### src/rtl/gray2bin_arb.sv
// rtl/gray2bin_arb.sv - round-robin arbiter sharing one gray-to-binary converter
// among NREQ requesters, with a single registered output stage and result counter.

module gray2bin_conv #(
    parameter int SIZE = 8
) (
    input  logic [SIZE-1:0] i_gray,
    output logic [SIZE-1:0] o_bin
);

    // Each binary bit is the XOR of all gray bits at or above it.
    function automatic logic [SIZE-1:0] f_g2b(input logic [SIZE-1:0] g);
        logic [SIZE-1:0] b;
        b[SIZE-1] = g[SIZE-1];
        for (int i = SIZE - 2; i >= 0; i--) begin
            b[i] = g[i] ^ b[i+1];
        end
        return b;
    endfunction

    assign o_bin = f_g2b(i_gray);

endmodule

module gray2bin_arb #(
    parameter int SIZE  = 8,
    parameter int NREQ  = 4,
    parameter int ID_W  = 2,
    parameter int CNT_W = 16
) (
    input  logic                 clk,
    input  logic                 rst,
    input  logic [NREQ-1:0]      req_valid,
    input  logic [NREQ*SIZE-1:0] req_gray,
    output logic [NREQ-1:0]      req_ready,
    output logic                 out_valid,
    input  logic                 out_ready,
    output logic [SIZE-1:0]      out_bin,
    output logic [ID_W-1:0]      out_id,
    output logic [CNT_W-1:0]     conv_count
);

    logic [ID_W-1:0]  r_ptr;
    logic             r_out_valid;
    logic [SIZE-1:0]  r_out_bin;
    logic [ID_W-1:0]  r_out_id;
    logic [CNT_W-1:0] r_conv_count;

    logic             w_can_accept;
    logic             w_any;
    logic             w_accept;
    logic [ID_W-1:0]  w_grant;
    logic [ID_W-1:0]  w_next_ptr;
    logic [NREQ-1:0]  w_ready;
    logic [SIZE-1:0]  w_gray_sel;
    logic [SIZE-1:0]  w_bin;

    assign w_can_accept = ~r_out_valid | out_ready;
    assign w_accept     = w_can_accept & w_any;

    // Scan from the farthest offset back to the pointer so the nearest
    // requesting index (in wrap-around order) is the last one written.
    always_comb begin
        w_any   = 1'b0;
        w_grant = '0;
        for (int off = NREQ - 1; off >= 0; off--) begin
            if (req_valid[(int'(r_ptr) + off) % NREQ]) begin
                w_any   = 1'b1;
                w_grant = ID_W'((int'(r_ptr) + off) % NREQ);
            end
        end
    end

    always_comb begin
        w_ready = '0;
        if (w_any) begin
            w_ready[w_grant] = w_can_accept;
        end
    end

    assign req_ready = w_ready;

    always_comb begin
        w_gray_sel = '0;
        for (int k = 0; k < NREQ; k++) begin
            if (ID_W'(k) == w_grant) begin
                w_gray_sel = req_gray[k*SIZE +: SIZE];
            end
        end
    end

    assign w_next_ptr = (int'(w_grant) == NREQ - 1) ? '0 : w_grant + ID_W'(1);

    gray2bin_conv #(
        .SIZE (SIZE)
    ) u_conv (
        .i_gray (w_gray_sel),
        .o_bin  (w_bin)
    );

    always_ff @(posedge clk) begin
        if (rst) begin
            r_ptr        <= '0;
            r_out_valid  <= 1'b0;
            r_out_bin    <= '0;
            r_out_id     <= '0;
            r_conv_count <= '0;
        end else begin
            if (r_out_valid && out_ready) begin
                r_conv_count <= r_conv_count + CNT_W'(1);
            end
            if (w_accept) begin
                r_out_valid <= 1'b1;
                r_out_bin   <= w_bin;
                r_out_id    <= w_grant;
                r_ptr       <= w_next_ptr;
            end else if (out_ready) begin
                r_out_valid <= 1'b0;
            end
        end
    end

    assign out_valid  = r_out_valid;
    assign out_bin    = r_out_bin;
    assign out_id     = r_out_id;
    assign conv_count = r_conv_count;

endmodule
### config.mk
export PLATFORM = sky130hd
export DESIGN_NAME = gray2bin_arb
export DESIGN_NICKNAME = d
export VERILOG_FILES = /design/src/rtl/gray2bin_arb.sv
export SDC_FILE = /design/constraint.sdc
export NUM_CORES = 1
export LEC_CHECK = 0
export CORE_UTILIZATION = 38
export CTS_CLUSTER_SIZE = 28
export DETAILED_ROUTE_END_ITERATION = 7
export GPL_TIMING_DRIVEN = 1
export PLACE_DENSITY = 0.73
export SYNTH_ARGS = -nofsm -noshare
export SYNTH_HDL_FRONTEND = slang
export SYNTH_HIERARCHICAL = 1
export SYNTH_SLANG_ARGS = --single-unit
### constraint.sdc
create_clock -name clk -period 4.5 [get_ports clk]
set_clock_uncertainty 0.15 [all_clocks]
set_input_delay 0.9 -clock clk [delete_from_list [all_inputs] [get_ports clk]]
set_output_delay 0.9 -clock clk [all_outputs]
set_load 0.03 [all_outputs]
==> impl_table.tex, run 1 <==
\begin{tabular}{lr}
\hline
Metric & Value \\
\hline
\multicolumn{2}{l}{\textbf{Synth}} \\
\quad Mean Syn Cell Area & between 8 and 9 sq um \\
\quad Cell area after synthesis & 1680 sq um \\
\quad Post-synth top area cell & sky130\_fd\_sc\_hd\_\_dfxtp\_1 \\
\quad Post-synth EDFFs & 0 \\
\quad Cells taking the most area after synthesis & sky130\_fd\_sc\_hd\_\_dfxtp\_1 (35\%), sky130\_fd\_sc\_hd\_\_nand2\_1 (7.2\%), sky130\_fd\_sc\_hd\_\_xnor2\_1 (6.3\%) \\
\quad Warnings from Yosys & 6 \\
\quad Fraction of synthesis flops using an asynchronous set or reset pin & 0 \\
\quad Commonest cells in the synthesized netlist & sky130\_fd\_sc\_hd\_\_nand2\_1 (32), sky130\_fd\_sc\_hd\_\_dfxtp\_1 (29), sky130\_fd\_sc\_hd\_\_a21oi\_1 (16), sky130\_fd\_sc\_hd\_\_nor2\_1 (14), sky130\_fd\_sc\_hd\_\_nor2b\_1 (14) \\
\quad Unique masters post-synth & 37 \\
\quad Dominant register cell in the synthesized netlist & sky130\_fd\_sc\_hd\_\_dfxtp\_1 \\
\quad Number of synthesized register bits & 29 \\
\quad Number of standard cells after synthesis & 207 \\
\quad Synthesized net count & about 250 \\
\quad Sequential area share after synthesis & 0.346 \\
\quad Proportion of netlist area held by the largest area contributor & 0.346 \\
\quad Count leader, synth & sky130\_fd\_sc\_hd\_\_nand2\_1 \\
\multicolumn{2}{l}{\textbf{Routing}} \\
\quad Post-DRT Antenna Nets & 0 \\
\quad Total wirelength of the detailed-routed design & approximately 4.3 mm \\
\quad Vias per cell & around 5 \\
\quad Drt wl/cell & $\sim$13 um \\
\quad Total DRC errors in the routed layout & 0 \\
\quad Via total after detailed routing & 1704 \\
\quad Number of optimization iterations in the first detailed-route pass & 5 \\
\quad DR iter-0 viols & 120 \\
\multicolumn{2}{l}{\textbf{Finish}} \\
\quad Antenna diode instance count & 0 \\
\quad P\&R area growth vs syn & 53.9\% \\
\quad Cell area after layout & $\sim$2600 sq um \\
\quad Share of layout cells above drive strength 1 & 0.0854 \\
\quad Number of nets in the finished design & between 300 and 400 \\
\multicolumn{2}{l}{\textbf{Power and ir drop}} \\
\quad Power after layout & roughly 1.2 mW \\
\quad Power density over the cells & approximately 460 nW/um\^{}2 \\
\quad Static Leak & approximately 0.96 nW \\
\quad Worst IR drop on VDD & roughly 0.23 mV \\
\multicolumn{2}{l}{\textbf{Timing}} \\
\quad Total Neg Setup Slack & 0 ns \\
\quad Total setup violations reported at the end of the flow & 0 \\
\quad Number of pins exceeding their max-slew limit in the final report & 0 \\
\quad Max Clk Rate & between 0.2 and 0.25 GHz \\
\quad Final Cycle Share & 0.955 \\
\quad RSZ-0062 raised after global routing & false \\
\quad Post-layout min period & 4.30 ns \\
\quad Max-Slew Margin vs Limit & 0.552 \\
\quad Pin slew with the least headroom to its limit & 0.670 ns \\
\quad Final hold violation count & 0 \\
\multicolumn{2}{l}{\textbf{Clocking}} \\
\quad Post-CTS Hold Buffers & 0 \\
\quad Clock Tree Buf Depth & 2 \\
\quad Setup fix buffers added after clock tree synthesis & 0 \\
\quad CTS Root Buffer Type & sky130\_fd\_sc\_hd\_\_clkbuf\_8 \\
\quad Clock latency of the later-clocked register in the worst-skew pair & about 0.28 ns \\
\quad CTS tree & yes \\
\quad Clock transition at the register clock pins on the worst setup and hold paths after CTS & about 0.060 ns \\
\quad CTS buffer count & 5 \\
\quad Total number of H-tree levels & 2 \\
\quad Total of cells resized after clock tree synthesis & 0 \\
\quad Num Clock Sinks & 29 \\
\multicolumn{2}{l}{\textbf{Run status}} \\
\quad Result of the run & completed \\
\multicolumn{2}{l}{\textbf{Setup path}} \\
\quad Reg-to-reg endpoint & out\_bin[1] \\
\quad Critical register-to-register path startpoint & r\_ptr[1] \\
\quad Largest fanout of any net on the critical path & 9 \\
\quad Path depth of the worst reg2reg path & 12 \\
\quad Worst Setup Path Type & in2out \\
\quad Required time worst endpoint & between 3 and 4 ns \\
\quad Data arrival at the endpoint of the critical path & around 3.3 ns \\
\quad FF-to-FF setup slack & roughly 1.2 ns \\
\quad Nature of the critical path endpoint & output port \\
\quad Critical path launch point type & input port \\
\multicolumn{2}{l}{\textbf{Flow run}} \\
\quad Number of max-capacitance violations reported & 0 \\
\multicolumn{2}{l}{\textbf{GRT}} \\
\quad GRT met2 Usage & 0.322 \\
\quad Global route total overflow & 0 \\
\quad Busiest layer in global routing & met2 \\
\quad Antenna violations before repair & 0 \\
\quad GR Layer Usage met3 & 0.0600 \\
\quad Global-route wire length before repair & $\sim$7.1 mm \\
\quad Met1 layer usage reported by global route & 0.260 \\
\quad Vias in the first global route & between 1500 and 2000 \\
\quad Tot GR Track Use & 0.202 \\
\quad Largest net degree at the start of global routing & 20 \\
\multicolumn{2}{l}{\textbf{Die}} \\
\quad Initial Util & 0.408 \\
\quad Number of cell rows & 23 \\
\quad Core area & 4120 sq um \\
\quad Area enclosed by the die boundary & between 4000 and 5000 sq um \\
\quad Width of the chip & about 70 um \\
\quad Num ports & 70 \\
\quad Die Span Y & 68.5 um \\
\multicolumn{2}{l}{\textbf{Min path}} \\
\quad Min-Delay Path Depth & 2 \\
\quad Type of the tightest min-delay check & reg2reg \\
\quad End point of the most critical hold path & out\_bin[6] \\
\quad Hold path startpoint & out\_bin[6] \\
\multicolumn{2}{l}{\textbf{Placed design}} \\
\quad Number of port buffers & roughly 70 \\
\quad HPWL after detailed placement & 3.30 mm \\
\quad GP Congestion & roughly 0.8 \\
\quad Placed Instance Area & between 2000 and 2500 sq um \\
\hline
\end{tabular}
==> cells in the final DEF (no fill, tap or decap), types with 5 or more instances in the layout <==
cell and instances:
sky130_fd_sc_hd__o21ai_0 5, sky130_fd_sc_hd__nand2_1 32, sky130_fd_sc_hd__nor2_1 14, sky130_fd_sc_hd__dfxtp_1 29, sky130_fd_sc_hd__o31ai_1 10, sky130_fd_sc_hd__a221oi_1 8, sky130_fd_sc_hd__inv_1 7, sky130_fd_sc_hd__clkdlybuf4s50_1 68
sky130_fd_sc_hd__nand3_1 5, sky130_fd_sc_hd__clkbuf_8 5, sky130_fd_sc_hd__a21oi_1 16, sky130_fd_sc_hd__xnor2_1 12, sky130_fd_sc_hd__buf_4 8, sky130_fd_sc_hd__xor2_1 7, sky130_fd_sc_hd__nor2b_1 14, sky130_fd_sc_hd__ha_1 5
==> registers in the layout, summed over array words and instances (netlist names) <==
register and cells:
out_valid 1, out_bin 8, conv_count 16, out_id 2, r_ptr 2
==> where the power goes <==
group | leakage, nW | total (mW) | internal, mW | switching [mW]
combinational | 0.653 | 0.556 | 0.276 | 0.280
sequential | 0.237 | 0.312 | 0.291 | 0.0211
clock | 0.0681 | 0.319 | 0.220 | 0.0990
==> logic make-up after synthesis <==
group	count (synthesis)	synth area share
flops	29	0.346
buf+inv	18	0.0425
simple gates	90	0.279
compound gates	44	0.173
xor+xnor	21	0.123
fa+ha+maj	5	0.0373
==> how the worst max path moves through the flow <==
stage	startpoint	endpoint	slack, ns	cells after the start
after floorplan	req_valid[0]	out_bin[0]	0.60	15
after global placement	req_valid[1]	out_bin[1]	0.11	14
after detailed placement	req_valid[2]	out_bin[0]	0.08	14
after CTS	req_valid[2]	req_ready[2]	0.18	8
after global routing	req_valid[2]	req_ready[3]	0.005	8
final	req_valid[0]	req_ready[1]	0.20	9
==> per-stage QoR <==
stage / instances / util / setup slack, ns / hold WS, ns
floorplan: 207 / - / 0.597 / 0.315
global placement: 323 / 0.595 / 0.113 / 0.294
detailed placement: 323 / 0.595 / 0.0833 / 0.298
CTS: 331 / 0.627 / 0.183 / 0.307
global route: 331 / 0.628 / 0.00503 / 0.326
finish: 331 / 0.628 / 0.200 / 0.306
==> final cells by class <==
cell class	instances	area [sq um]
clock buffers	5	68.8
clock inverters	3	65.1
fillers	372	1530
inverters	7	26.3
multi-input cells	160	1030
flip-flops and latches	29	581
well taps	50	62.6
repair buffers	77	753
==> worst max-delay path, cell delays in order <==
cell and delay, ns:
sky130_fd_sc_hd__clkdlybuf4s50_1 0.50, sky130_fd_sc_hd__nor2b_1 0.18, sky130_fd_sc_hd__nor2_1 0.06, sky130_fd_sc_hd__o221ai_1 0.31, sky130_fd_sc_hd__inv_1 0.15, sky130_fd_sc_hd__ha_1 0.24
sky130_fd_sc_hd__buf_4 0.17, sky130_fd_sc_hd__and2_1 0.14, sky130_fd_sc_hd__clkdlybuf4s50_1 0.59
==> metal layers <==
layer / vias up / share of wire
li1: 864 / -
met3: 6 / 0.035
met5: - / 0
met4: 0 / 0.014
met2: 39 / 0.48
met1: 795 / 0.47
Note: power is estimated with default switching activity, not from simulation.
==> inputs of run 2 (changes only) <==
--- a/config.mk
+++ b/config.mk
@@ -6,10 +6,12 @@
 export NUM_CORES = 1
 export LEC_CHECK = 0
 export CORE_UTILIZATION = 38
-export CTS_CLUSTER_SIZE = 28
+export CTS_CLUSTER_SIZE = 25
 export DETAILED_ROUTE_END_ITERATION = 7
 export GPL_TIMING_DRIVEN = 1
 export PLACE_DENSITY = 0.73
+export RECOVER_POWER = 100
+export SETUP_SLACK_MARGIN = 0.02
 export SYNTH_ARGS = -nofsm -noshare
 export SYNTH_HDL_FRONTEND = slang
 export SYNTH_HIERARCHICAL = 1
==> run 2 against run 1 <==
  * Die area unchanged
  * Largest power group unchanged
  * Setup slack worse by 0.030 ns
  * Non-clock buffer count unchanged
  * First-iteration DRC count down 25%
  * Maximum frequency down 0.70%
  * Global-route usage unchanged
  * Clock power about the same
  * Clock-buffer cell count unchanged
  * Register-to-register slack worse by 0.04 ns
  * Critical path type unchanged
  * Flip-flop and latch count unchanged
  * Final cell count unchanged
==> impl_table.tex, run 2 (synthesis gave the netlist of run 1 again) <==
\begin{tabular}{lr}
\hline
Metric & Value \\
\hline
\multicolumn{2}{l}{\textbf{Setup path}} \\
\quad Worst Setup Path Type & in2out \\
\quad Required time worst endpoint & 3.45 ns (about the same) \\
\quad Chain of cells forming the critical path & dlygate4sd3\_1, nor2b\_1, o21ai\_0, o221ai\_1, inv\_1, ha\_1, buf\_4, and2\_1, clkdlybuf4s50\_1 \\
\quad Largest fanout of any net on the critical path & 9 (unchanged) \\
\quad Data arrival at the endpoint of the critical path & 3.28 ns (+0.03 ns) \\
\quad Critical path launch point type & input port \\
\quad Max stage delay cell, worst path & sky130\_fd\_sc\_hd\_\_clkdlybuf4s50\_1 \\
\quad Worst stage delay on the critical path & 0.67 ns (+0.08 ns) \\
\quad Nature of the critical path endpoint & output port \\
\multicolumn{2}{l}{\textbf{Clocking}} \\
\quad CTS tree & yes \\
\quad Num Clock Sinks & 29 (unchanged) \\
\quad Clock Tree Buf Depth & 2 (unchanged) \\
\quad Clock transition at the register clock pins on the worst setup and hold paths after CTS & 0.06 ns (about the same) \\
\quad Total number of H-tree levels & 2 (unchanged) \\
\quad Post-CTS Hold Buffers & 0 (unchanged) \\
\quad CTS Root Buffer Type & sky130\_fd\_sc\_hd\_\_clkbuf\_8 \\
\quad CTS buffer count & 5 (unchanged) \\
\quad Clock latency of the later-clocked register in the worst-skew pair & 0.27 ns (about the same) \\
\multicolumn{2}{l}{\textbf{GRT}} \\
\quad Vias in the first global route & 1584 (unchanged) \\
\quad Global-route wire length before repair & 7.09 mm (unchanged) \\
\quad Tot GR Track Use & 0.202 (unchanged) \\
\quad Global route total overflow & 0 (unchanged) \\
\quad Antenna violations before repair & 0 (unchanged) \\
\quad Largest net degree at the start of global routing & 20 (unchanged) \\
\multicolumn{2}{l}{\textbf{Routing}} \\
\quad Drt wl/cell & 12.8 um (-0.49\%) \\
\quad DR iter-0 viols & 90 (-25\%) \\
\quad Post-DRT Antenna Nets & 0 (unchanged) \\
\quad Number of optimization iterations in the first detailed-route pass & 4 (-1) \\
\quad Vias per cell & 5.11 (-0.65\%) \\
\quad Total DRC errors in the routed layout & 0 (unchanged) \\
\quad Via total after detailed routing & 1693 (-0.65\%) \\
\quad Total wirelength of the detailed-routed design & 4.24 mm (-0.49\%) \\
\multicolumn{2}{l}{\textbf{Min path}} \\
\quad Type of the tightest min-delay check & reg2reg \\
\multicolumn{2}{l}{\textbf{Finish}} \\
\quad Number of nets in the finished design & 324 (unchanged) \\
\quad Most frequent cells in the layout & sky130\_fd\_sc\_hd\_\_clkdlybuf4s50\_1 (36), sky130\_fd\_sc\_hd\_\_nand2\_1 (32), sky130\_fd\_sc\_hd\_\_dlygate4sd3\_1 (31) \\
\quad Number of flip-flops in the largest register & 16 (unchanged) \\
\quad Post-route core utilization & 0.618 (-0.0103) \\
\quad P\&R area growth vs syn & 51.3\% \\
\quad Most common cell after layout, fill and taps aside & sky130\_fd\_sc\_hd\_\_clkdlybuf4s50\_1 \\
\quad Share of layout cells above drive strength 1 & 0.0676 (-0.0178) \\
\quad Antenna diode instance count & 0 (unchanged) \\
\multicolumn{2}{l}{\textbf{Placed design}} \\
\quad HPWL after detailed placement & 3.30 mm (unchanged) \\
\quad GP Congestion & 0.808 (unchanged) \\
\quad Number of port buffers & 69 (unchanged) \\
\multicolumn{2}{l}{\textbf{Die}} \\
\quad Width of the chip & 68.5 um (unchanged) \\
\quad Num ports & 70 (unchanged) \\
\quad Initial Util & 0.408 (unchanged) \\
\quad Die Span Y & 68.5 um (unchanged) \\
\quad Area enclosed by the die boundary & 4690 sq um (unchanged) \\
\quad Core area & 4120 sq um (unchanged) \\
\quad Number of cell rows & 23 (unchanged) \\
\multicolumn{2}{l}{\textbf{Timing}} \\
\quad Total Neg Setup Slack & 0 ns (unchanged) \\
\quad Total setup violations reported at the end of the flow & 0 (unchanged) \\
\quad Final Cycle Share & 0.962 (+0.00670) \\
\quad Number of pins exceeding their max-slew limit in the final report & 0 (unchanged) \\
\quad Max Clk Rate & 0.231 GHz (-0.70\%) \\
\quad Max-Slew Margin vs Limit & 0.541 (-0.0109) \\
\quad Pin slew with the least headroom to its limit & 0.686 ns (+0.0162 ns) \\
\quad Final hold violation count & 0 (unchanged) \\
\quad RSZ-0062 raised after global routing & false \\
\quad Post-layout min period & 4.33 ns (+0.0302 ns) \\
\multicolumn{2}{l}{\textbf{Power and ir drop}} \\
\quad Worst IR drop on VDD & 0.226 mV (-1.1\%) \\
\quad Power density over the cells & 457 nW/um\^{}2 (-0.50\%) \\
\quad Static Leak & 1.00 nW (+4.9\%) \\
\multicolumn{2}{l}{\textbf{Flow run}} \\
\quad Number of max-capacitance violations reported & 0 (unchanged) \\
\multicolumn{2}{l}{\textbf{Run status}} \\
\quad Result of the run & completed \\
\hline
\end{tabular}
## run 2: changes by cell type in the layout (fill, tap and decap cells not counted)
cell / delta
sky130_fd_sc_hd__buf_4: -2
sky130_fd_sc_hd__xnor3_1: +1
sky130_fd_sc_hd__or4_1: +1
sky130_fd_sc_hd__clkdlybuf4s50_1: -32
sky130_fd_sc_hd__nand4_1: +1
sky130_fd_sc_hd__dlymetal6s2s_1: -1
sky130_fd_sc_hd__nand4_4: -1
sky130_fd_sc_hd__or4_4: -1
sky130_fd_sc_hd__xnor3_2: -1
sky130_fd_sc_hd__dlygate4sd3_1: +31
sky130_fd_sc_hd__clkbuf_1: +4
## run 2: worst max-delay path, delay by kind of cell
kind / cells / cell delay (ns)
adder cells (fa/ha/maj): 1 / 0.19
AND/OR/NAND/NOR: 2 / 0.19
buffers and inverters: 4 / 1.62
AO/OA/AOI/OAI: 2 / 0.37
## run 2: routing by layer
metal	share of wire	GRT usage
met1	0.48	0.260
met2	0.48	0.322
met3	0.033	0.0600
met4	0.013	0.0625
met5	0	0
## run 2: path summary, 6_finish.rpt
kind	from	endpoint	slack (ns)	cells past startpoint
worst min-delay path	out_bin[5]	out_bin[5]	0.30	2
worst min register to register	out_bin[5]	out_bin[5]	0.30	2
worst max register to register	r_ptr[1]	out_bin[0]	1.19	12
worst max-delay path	req_valid[3]	req_ready[1]	0.17	9
## run 2: per-stage QoR
step / power, mW / area [sq um] / hold slack, ns / worst slack (ns) / instances
6_report: 1.16 / 2540 / 0.302 / 0.170 / 331
5_1_grt: 1.23 / 2540 / 0.324 / 0.00175 / 331
4_1_cts: 1.19 / 2580 / 0.307 / 0.183 / 331
3_5_place_dp: 0.873 / 2450 / 0.298 / 0.0833 / 323
3_3_place_gp: 0.863 / 2450 / 0.294 / 0.113 / 323
2_1_floorplan: 0.704 / 1680 / 0.315 / 0.597 / 207
## run 2: layout make-up
class	count	area [sq um]
fill	381	1570
multi-input combinational	160	1010
timing repair buffer	77	731
sequential	29	581
clock buffer	5	68.8
clock inverter	3	65.1
tap	50	62.6
inverter	7	26.3
## run 2: where the power goes
part | leakage (nW) | switching (mW) | total (mW) | internal (mW)
sequential | 0.237 | 0.0190 | 0.309 | 0.290
clock | 0.0681 | 0.0972 | 0.317 | 0.220
combinational | 0.699 | 0.282 | 0.534 | 0.252
## run 2: repair_timing
| item | CTS | global route |
|---|---|---|
| setup endpoints to repair | 0 | 2 |
| gates resized for setup | 0 | 2 |
| buffers inserted | 0 | 0 |
==> inputs of run 3 (changes only) <==
--- a/config.mk
+++ b/config.mk
@@ -12,6 +12,7 @@
 export PLACE_DENSITY = 0.73
 export RECOVER_POWER = 100
 export SETUP_SLACK_MARGIN = 0.02
+export SLEW_MARGIN = 0
 export SYNTH_ARGS = -nofsm -noshare
 export SYNTH_HDL_FRONTEND = slang
 export SYNTH_HIERARCHICAL = 1
==> results of run 3 <==
The final DEF is identical to that of run 2; final timing and power are the same.
